File: src/rtl/fcore_istore_scheduler.sv
// Program fetch sequencer and read-port arbiter for the fCore instruction store.
// Runs own the port in FETCH/DRAIN; AXI readback gets it only from IDLE via BUS.
module fcore_istore_scheduler #(
    parameter int unsigned MEM_DEPTH    = 4096,
    parameter int unsigned DRAIN_CYCLES = 2
) (
    input  logic                          clock_in,
    input  logic                          reset,
    input  logic                          run,
    input  logic [$clog2(MEM_DEPTH):0]    program_length,
    input  logic                          abort,
    output logic [$clog2(MEM_DEPTH)-1:0]  fetch_addr,
    output logic                          fetch_valid,
    output logic                          busy,
    output logic                          done,
    output logic                          run_overrun,
    input  logic                          bus_read_req,
    input  logic                          bus_read_done,
    output logic                          bus_read_grant
);

    localparam int unsigned ADDR_WIDTH = $clog2(MEM_DEPTH);
    localparam int unsigned LEN_WIDTH  = ADDR_WIDTH + 1;
    localparam int unsigned CNT_WIDTH  = 4;

    typedef enum logic [1:0] {
        S_IDLE  = 2'd0,
        S_FETCH = 2'd1,
        S_DRAIN = 2'd2,
        S_BUS   = 2'd3
    } state_t;

    state_t                 state_q, state_d;
    logic                   pending_q, pending_d;
    logic [ADDR_WIDTH-1:0]  last_q, last_d;
    logic [CNT_WIDTH-1:0]   cnt_q, cnt_d;

    logic [ADDR_WIDTH-1:0]  fetch_addr_q, fetch_addr_d;
    logic                   fetch_valid_q, fetch_valid_d;
    logic                   busy_q, busy_d;
    logic                   done_q, done_d;
    logic                   overrun_q, overrun_d;
    logic                   grant_q, grant_d;

    logic                   run_go;
    logic [LEN_WIDTH-1:0]   len_clamp;
    logic                   len_zero;
    logic [ADDR_WIDTH-1:0]  last_addr;
    logic                   fetch_last;

    // Oversized lengths saturate at the memory depth so the address never wraps.
    assign run_go     = run | pending_q;
    assign len_clamp  = (program_length > LEN_WIDTH'(MEM_DEPTH)) ? LEN_WIDTH'(MEM_DEPTH)
                                                                 : program_length;
    assign len_zero   = (len_clamp == '0);
    assign last_addr  = ADDR_WIDTH'(len_clamp - LEN_WIDTH'(1));
    assign fetch_last = (fetch_addr_q == last_q);

    // State and output registers
    always_ff @(posedge clock_in) begin
        if (reset) begin
            state_q       <= S_IDLE;
            pending_q     <= 1'b0;
            last_q        <= '0;
            cnt_q         <= '0;
            fetch_addr_q  <= '0;
            fetch_valid_q <= 1'b0;
            busy_q        <= 1'b0;
            done_q        <= 1'b0;
            overrun_q     <= 1'b0;
            grant_q       <= 1'b0;
        end else begin
            state_q       <= state_d;
            pending_q     <= pending_d;
            last_q        <= last_d;
            cnt_q         <= cnt_d;
            fetch_addr_q  <= fetch_addr_d;
            fetch_valid_q <= fetch_valid_d;
            busy_q        <= busy_d;
            done_q        <= done_d;
            overrun_q     <= overrun_d;
            grant_q       <= grant_d;
        end
    end

    // Next-state logic
    always_comb begin
        state_d   = state_q;
        pending_d = pending_q;
        last_d    = last_q;
        cnt_d     = cnt_q;
        case (state_q)
            S_IDLE: begin
                if (run_go) begin
                    pending_d = 1'b0;
                    if (!len_zero) begin
                        state_d = S_FETCH;
                        last_d  = last_addr;
                    end
                end else if (bus_read_req) begin
                    state_d = S_BUS;
                end
            end
            S_FETCH: begin
                if (abort) begin
                    state_d = S_IDLE;
                end else if (fetch_last) begin
                    state_d = S_DRAIN;
                    cnt_d   = CNT_WIDTH'(DRAIN_CYCLES - 1);
                end
            end
            S_DRAIN: begin
                if (abort || cnt_q == '0) begin
                    state_d = S_IDLE;
                end else begin
                    cnt_d = cnt_q - CNT_WIDTH'(1);
                end
            end
            S_BUS: begin
                if (run) begin
                    pending_d = 1'b1;
                end
                if (bus_read_done) begin
                    state_d = S_IDLE;
                end
            end
            default: state_d = S_IDLE;
        endcase
    end

    // Output next values, registered above
    always_comb begin
        fetch_valid_d = (state_d == S_FETCH);
        busy_d        = (state_d == S_FETCH) || (state_d == S_DRAIN);
        grant_d       = (state_d == S_BUS);
        overrun_d     = run && ((state_q == S_FETCH) || (state_q == S_DRAIN));
        done_d        = 1'b0;
        fetch_addr_d  = '0;

        if (state_q == S_IDLE && run_go && len_zero) begin
            done_d = 1'b1;
        end
        if (state_q == S_FETCH && !abort && fetch_last && DRAIN_CYCLES == 1) begin
            done_d = 1'b1;
        end
        if (state_q == S_DRAIN && !abort && cnt_q == CNT_WIDTH'(1)) begin
            done_d = 1'b1;
        end

        if (state_q == S_FETCH && state_d == S_FETCH) begin
            fetch_addr_d = fetch_addr_q + ADDR_WIDTH'(1);
        end else if (state_d == S_DRAIN) begin
            fetch_addr_d = fetch_addr_q;
        end
    end

    assign fetch_addr     = fetch_addr_q;
    assign fetch_valid    = fetch_valid_q;
    assign busy           = busy_q;
    assign done           = done_q;
    assign run_overrun    = overrun_q;
    assign bus_read_grant = grant_q;

endmodule

File: config.mk
export PLATFORM = sky130hd
export DESIGN_NAME = fcore_istore_scheduler
export DESIGN_NICKNAME = d
export VERILOG_FILES = /design/src/rtl/fcore_istore_scheduler.sv
export SDC_FILE = /design/constraint.sdc
export NUM_CORES = 1
export LEC_CHECK = 0
export ABC_AREA = 0
export CAP_MARGIN = 40
export CORE_MARGIN = 2
export CORE_UTILIZATION = 39
export CTS_BUF_LIST = sky130_fd_sc_hd__clkbuf_2
export DETAILED_ROUTE_END_ITERATION = 16
export DONT_BUFFER_PORTS = 1
export GPL_ROUTABILITY_DRIVEN = 1
export PLACE_DENSITY_LB_ADDON = 0.2
export SYNTH_ARGS = -nofsm -noshare
export SYNTH_HDL_FRONTEND = slang
export SYNTH_SLANG_ARGS = --single-unit
File: constraint.sdc
create_clock -name clock_in -period 6.9 [get_ports clock_in]
set_input_delay 1.38 -clock clock_in [delete_from_list [all_inputs] [get_ports clock_in]]
set_output_delay 1.38 -clock clock_in [all_outputs]
set_load 0.02 [all_outputs]
# --- After elaboration in Yosys (flattened, before gate mapping) ---
# Index checks and enable logic that the tools add are counted.
# W data, S select, Z words.
op_classes:
  n_addsub: 3
  order_cmp: 1
  eq_ne: 14
  muxes: 20
  n_bitwise: 2
  reduce_logical: 18
op_table:
  columns: ["op", "n"]
  rows:
  - ["$mux W12", 2]
  - ["$mux W2", 7]
  - ["$gt A13 B13 Y1 const B", 1]
  - ["$logic_not A13 Y1", 1]
  - ["$mux W13", 1]
  - ["$add A12 B1 Y12 const B", 1]
  - ["$eq A12 B12 Y1", 1]
  - ["$mux W4", 3]
  - ["$sub A12 B1 Y12 const B", 1]
  - ["$ne A2 B2 Y1 const B", 5]
  - ["$eq A2 B2 Y1 const B", 4]
  - ["$pmux W2 S4", 1]
  - ["$pmux W4 S2", 1]
  - ["$logic_and A1 B1 Y1", 6]
  - ["$reduce_and A3 Y1", 2]
  - ["$eq A2 B1 Y1 const B", 2]
  - ["$eq A4 B1 Y1 const B", 1]
  - ["$logic_not A4 Y1", 1]
  - ["$mux W1", 4]
  - ["$reduce_and A4 Y1", 1]
  - ["$reduce_bool A2 Y1", 2]
  - ["$sub A4 B1 Y4 const B", 1]
  - ["$logic_or A1 B1 Y1", 3]
  - ["$logic_not A2 Y1", 1]
  - ["other kinds (5)", 5]
word_totals:
  reg_bits: 36
  wordCells: 68

# --- Depth between registers and ports, before layout ---
depth:
  depth_word: 9
  ltp_mapped: 16
  ltp_nobuf: 14

# --- Least setup slack after synthesis ---
# No wires, ideal clock.
synth_path:
  path_kind: "input-to-reg"
  startpoint: "in program_length[12]"
  endpoint: "reg fetch_addr_q[9] (netlist: fetch_addr[9])"
  setup_ps: 65
  t_arrival_ps: 3805
  required_ps: 6835
  slack_ps: 3030
  path_stages: 15
  n_path_buf: 1
  path_cell_list: "clkbuf_1 nor2b_1 inv_1 ha_1 nor4b_1 and3_1 a22oi_1 o31ai_1 inv_1 ha_1 nand2_1 nor3_1 nand4_1 mux2_2 nor2_1"
synth_between:
  elab_chain_cells: 9
  word_cells_on_any_way: 11
synth_lines:
  columns: ["item", "line", "rtl"]
  rows:
  - ["start, declared", "10", "input logic [$clog2(MEM_DEPTH):0] program_length,"]
  - ["$gt A13 B13 Y1", "53", "assign len_clamp = (program_length > LEN_WIDTH'(MEM_DEPTH)) ? LEN_WIDTH'(MEM_DEPTH)"]
  - ["$mux W13 (*)", "53", null]
  - ["$logic_not A13 Y1 (*)", "55", "assign len_zero = (len_clamp == '0);"]
  - ["$mux W2 (*)", "96", "if (!len_zero) begin"]
  - ["$mux W2 (*)", "94", "if (run_go) begin"]
  - ["$pmux W2 S4 (*)", "92", "case (state_q)"]
  - ["via state_d[0]", "33", "state_t state_q, state_d;"]
  - ["$eq A2 B1 Y1 (*)", null, null]
  - ["via fetch_valid_d", "39", "logic fetch_valid_q, fetch_valid_d;"]
  - ["$logic_and A1 B1 Y1 (*)", "150", "if (state_q == S_FETCH && state_d == S_FETCH) begin"]
  - ["$ne A2 B1 Y1 (no line) or $mux W12 (tied branches)", null, null]
  - ["end signal, assigned", "77", "fetch_addr_q <= fetch_addr_d;"]
  - ["end, declared", "38", "logic [ADDR_WIDTH-1:0] fetch_addr_q, fetch_addr_d;"]
# Mark *: on every way through the listed nets, which the timed path passes. The rest lies on a longest branch.
# A chain may end at the register's enable or synchronous reset.

# --- Worst setup path after layout ---
# Ends and elaborated chain as after synthesis.

==> results.md <==
Synthesis:
- The count of unique library cells instantiated by Yosys is 47.
- The sequential share of the synthesized area is around a third.
- Synthesis produced 268 cells.
- A synthesized cell averages 8.15 sq um.
- In this run the cell area of the synthesized design comes to 2180 sq um.
- The number of enable-type register cells in the synthesized netlist is 0.
- Synthesis inferred 36 register bits.
- After synthesis, the cell types taking the most area are sky130_fd_sc_hd__dfxtp_1, sky130_fd_sc_hd__ha_1, sky130_fd_sc_hd__nor2_1.
- The top cell type's share of synthesized area is between 30% and 40%.
- The async set or reset register ratio after synthesis is 0%.
- The dominant register cell in the synthesized netlist is sky130_fd_sc_hd__dfxtp_1.
- sky130_fd_sc_hd__dfxtp_1 takes more of the synthesized area than any other cell.
- The net count of the mapped netlist is 301.
- For this run, the number of Yosys warnings is 0.

Floorplan:
- The starting density of the core is about two fifths.
- The number of placement rows is 27.
- The core area is between 5000 and 6000 sq um.
- The I/O pin total is 36.
- The die boundary width is between 70 and 80 microns.
- The vertical die dimension is between 70 and 80 microns.
- The area enclosed by the die boundary is about 6200 sq um.

Timing:
- The final hold violation count is 0.
- The number of slew-limit violations in the final report is 0.
- Derived from the worst setup path, the maximum achievable clock frequency is 265 MHz.
- In the final timing run, aggregate negative setup slack is 0 ns.
- Measured against its own limit, the worst slew margin works out to a little under three fifths.
- Setup violations remaining at the end of the flow were counted as 0.
- Setup repair after global routing left no endpoint under its margin.
- The final setup skew is approximately 0.020 ns.
- After layout, the minimum clock period comes to between 3 and 4 ns.
- The post-route worst hold slack is roughly 0.49 ns.
- The ratio of final minimum period to clock period is between 50% and 60%.
- The slew at the pin with the worst max-slew slack is between 0.6 and 0.7 ns.

Routing:
- The routed wirelength normalized by instance count is 14.9 microns.
- The detailed router finished its first iteration with 69 violations.
- The vias after detailed routing is between 1500 and 2000.
- Once detail routing completed, the nets flagged for antenna violations numbered 0.
- The number of detailed-routing iterations run before antenna repair is 4.
- The number of vias per cell after detailed routing is roughly 5.6.
- The routed design has a little over 5 mm of wire.
- For this run, design rule violations remaining after detail routing come to 0.

Setup path:
- The slack of the worst reg-to-reg path is roughly 3.6 ns.
- At the worst endpoint, the required time is between 7 and 8 ns.
- STA classifies the critical path startpoint as a primary input.
- The sort of element at the end of the critical path is a flop.
- The maximum fanout count along the critical path is 10.
- Data arrives at the worst endpoint at a little over 4 ns.
- The category of the most critical setup path is primary input to flop.

Clock network:
- After clock tree synthesis, the repair step resized 0 gates.
- The TritonCTS clock tree is yes.
- Clock tree synthesis inserted a total of 5 buffers.
- Counting every sink on the clock net gives 36.
- Clock tree synthesis selected as its root buffer the cell sky130_fd_sc_hd__clkbuf_2.
- The number of levels in the clock H-tree is 2.
- The clock reaches the later pin of the worst-skew pair after around 0.40 ns.
- The number of setup buffers added after CTS is 0.
- The longest clock path from root to sink contains 2 buffers.
- The number of buffers inserted for hold repair after clock tree synthesis is 0.
- Clock-pin slew was measured on the worst setup and hold paths at ~0.2 ns.

Global route:
- The number of antenna violations at the first check in global routing is 0.
- The via count of the first global-routing pass is ~1800.
- After global routing the overflow that remains totals 0.
- Entering global routing, the biggest net connects 34 pins.
- The first-pass GRT wire length is approximately 8.5 mm.
- The global-route usage over all layers is about 17%.

Worst hold path:
- The classification of the worst-slack hold path is flop to flop.

Placed design:
- At the end of routability-driven placement, the weighted congestion stood at roughly 0.86.
- The half-perimeter wire length of the detailed placement result is slightly below 4 mm.
- The number of placed cells counting well taps is 331.
- Input and output buffers added on the ports amount to 0.

Pwr:
- The power density relative to cell area is slightly above 300 nW/um^2.
- IR analysis of the VDD net gives a maximum drop of 0.0973 mV.
- The total chip power is 0.709 mW.
- The leakage power figure is ~0.9 nW.

Run:
- The max-cap violation count is 0.

Finish:
- Leaving out fill and tap cells, the most frequent cells in the layout are sky130_fd_sc_hd__dfxtp_1, sky130_fd_sc_hd__nor2_1, sky130_fd_sc_hd__nand2_1.
- The share of cells above drive strength 1 is around 6.4%.
- Once layout is complete, the cells apart from fillers number around 340.
- Leaving out fill and tap cells, the most frequent cell in the layout is sky130_fd_sc_hd__dfxtp_1.
- Counting the fill cells in the layout gives between 500 and 600.
- The final-stage net count is ~300.
- At the end of the flow the core is filled with cells to 42.2%.
- Compared with the post-synthesis result, the final layout area differs by 5.84%.
- The number of diodes added for antenna fixing is 0.

Status:
- The flow ran to the end, and the final reports show no timing, DRC or antenna violations.
## state kept, by name, indices dropped and copies added (netlist names)
signal and cells:
cnt_q 4, fetch_addr 12, bus_read_grant 1, state_q 2, fetch_valid 1, run_overrun 1, busy 1, pending_q 1
done 1, last_q 12
## cell families (layout without fill, tap and decap cells)
kind of cell    count (synthesis)  count (layout)  synth area share (%)
simple gates                  108             108                  25.7
compound gates                 62              62                  19.0
flops                          36              36                  33.0
buf+inv                        26              25                  4.87
xor+xnor                       20              20                  8.36
fa+ha+maj                      14              14                  8.02
mux                             2               2                  1.03
## routing by layer
metal	wire, microns	vias up	GRT usage, %
met4	95	0	5.69
met2	2160	57	26.0
met1	2470	863	23.5
li1	-	975	-
met5	0	-	0
met3	325	7	6.25
## cell usage after synthesis, types with 2 or more instances
master,n
sky130_fd_sc_hd__o31ai_1,3
sky130_fd_sc_hd__nor3_1,11
sky130_fd_sc_hd__nor3b_1,2
sky130_fd_sc_hd__nor4_1,2
sky130_fd_sc_hd__or4_1,2
sky130_fd_sc_hd__inv_1,16
sky130_fd_sc_hd__nor4_2,4
sky130_fd_sc_hd__buf_1,2
sky130_fd_sc_hd__a211oi_1,3
sky130_fd_sc_hd__ha_1,14
sky130_fd_sc_hd__xnor2_1,4
sky130_fd_sc_hd__nand3_1,8
sky130_fd_sc_hd__o41ai_1,2
sky130_fd_sc_hd__a31oi_1,5
sky130_fd_sc_hd__and2_1,2
sky130_fd_sc_hd__nand2b_1,3
sky130_fd_sc_hd__mux2_2,2
sky130_fd_sc_hd__nand4_1,5
sky130_fd_sc_hd__or3_1,2
sky130_fd_sc_hd__dfxtp_1,36
sky130_fd_sc_hd__a311oi_1,9
sky130_fd_sc_hd__o21ai_0,16
sky130_fd_sc_hd__o311ai_0,2
sky130_fd_sc_hd__clkbuf_1,6
sky130_fd_sc_hd__a21o_1,2
sky130_fd_sc_hd__nand2_1,19
sky130_fd_sc_hd__nor2b_1,4
sky130_fd_sc_hd__and3_1,3
sky130_fd_sc_hd__nor2_1,35
sky130_fd_sc_hd__xor2_1,15
sky130_fd_sc_hd__nand4b_1,2
sky130_fd_sc_hd__a21oi_1,12
## worst max-delay path, stage by stage
cell	delay, ns
sky130_fd_sc_hd__inv_1	0.17
sky130_fd_sc_hd__nand2_1	0.13
sky130_fd_sc_hd__ha_1	0.22
sky130_fd_sc_hd__nor4b_1	0.14
sky130_fd_sc_hd__and3_1	0.22
sky130_fd_sc_hd__a22oi_1	0.19
sky130_fd_sc_hd__o31ai_1	0.16
sky130_fd_sc_hd__inv_1	0.11
sky130_fd_sc_hd__ha_1	0.20
sky130_fd_sc_hd__nand2_1	0.22
sky130_fd_sc_hd__nor3_1	0.44
sky130_fd_sc_hd__nand4_1	0.15
sky130_fd_sc_hd__mux2_2	0.31
sky130_fd_sc_hd__nor2_1	0.08
## worst paths after layout
path / start / to / cells past startpoint
hold reg to reg: last_q[8]$_SDFFE_PP0P_ / last_q[8]$_SDFFE_PP0P_ / 2
setup / recovery: program_length[12] / fetch_addr[9]$_SDFFE_PP0P_ / 14
setup reg to reg: fetch_addr[4]$_SDFFE_PP0P_ / fetch_addr[9]$_SDFFE_PP0P_ / 11
hold / removal: last_q[8]$_SDFFE_PP0P_ / last_q[8]$_SDFFE_PP0P_ / 2
## area by class of cell
type / instances / area [sq um] / area share (%)
clock buffer: 5 / 25.0 / 1.08
clock inverter: 3 / 42.5 / 1.84
inverter: 16 / 60.1 / 2.60
multi-input combinational: 206 / 1360 / 58.9
sequential: 36 / 721 / 31.2
tap: 72 / 90.1 / 3.90
timing repair buffer: 1 / 11.3 / 0.487
## per-stage QoR
stage	setup slack, ns	cell area [sq um]
2_1_floorplan	3.03	2180
3_3_place_gp	2.96	2230
3_5_place_dp	2.74	2240
4_1_cts	3.18	2310
5_1_grt	2.98	2310
6_report	3.13	2310
## report_power, final
part	total [mW]	switching (mW)	internal, mW
sequential	0.290	0.0431	0.247
combinational	0.284	0.174	0.110
clock	0.135	0.0740	0.0605
total	0.709	0.291	0.418
(Power assumes the default switching activity.)
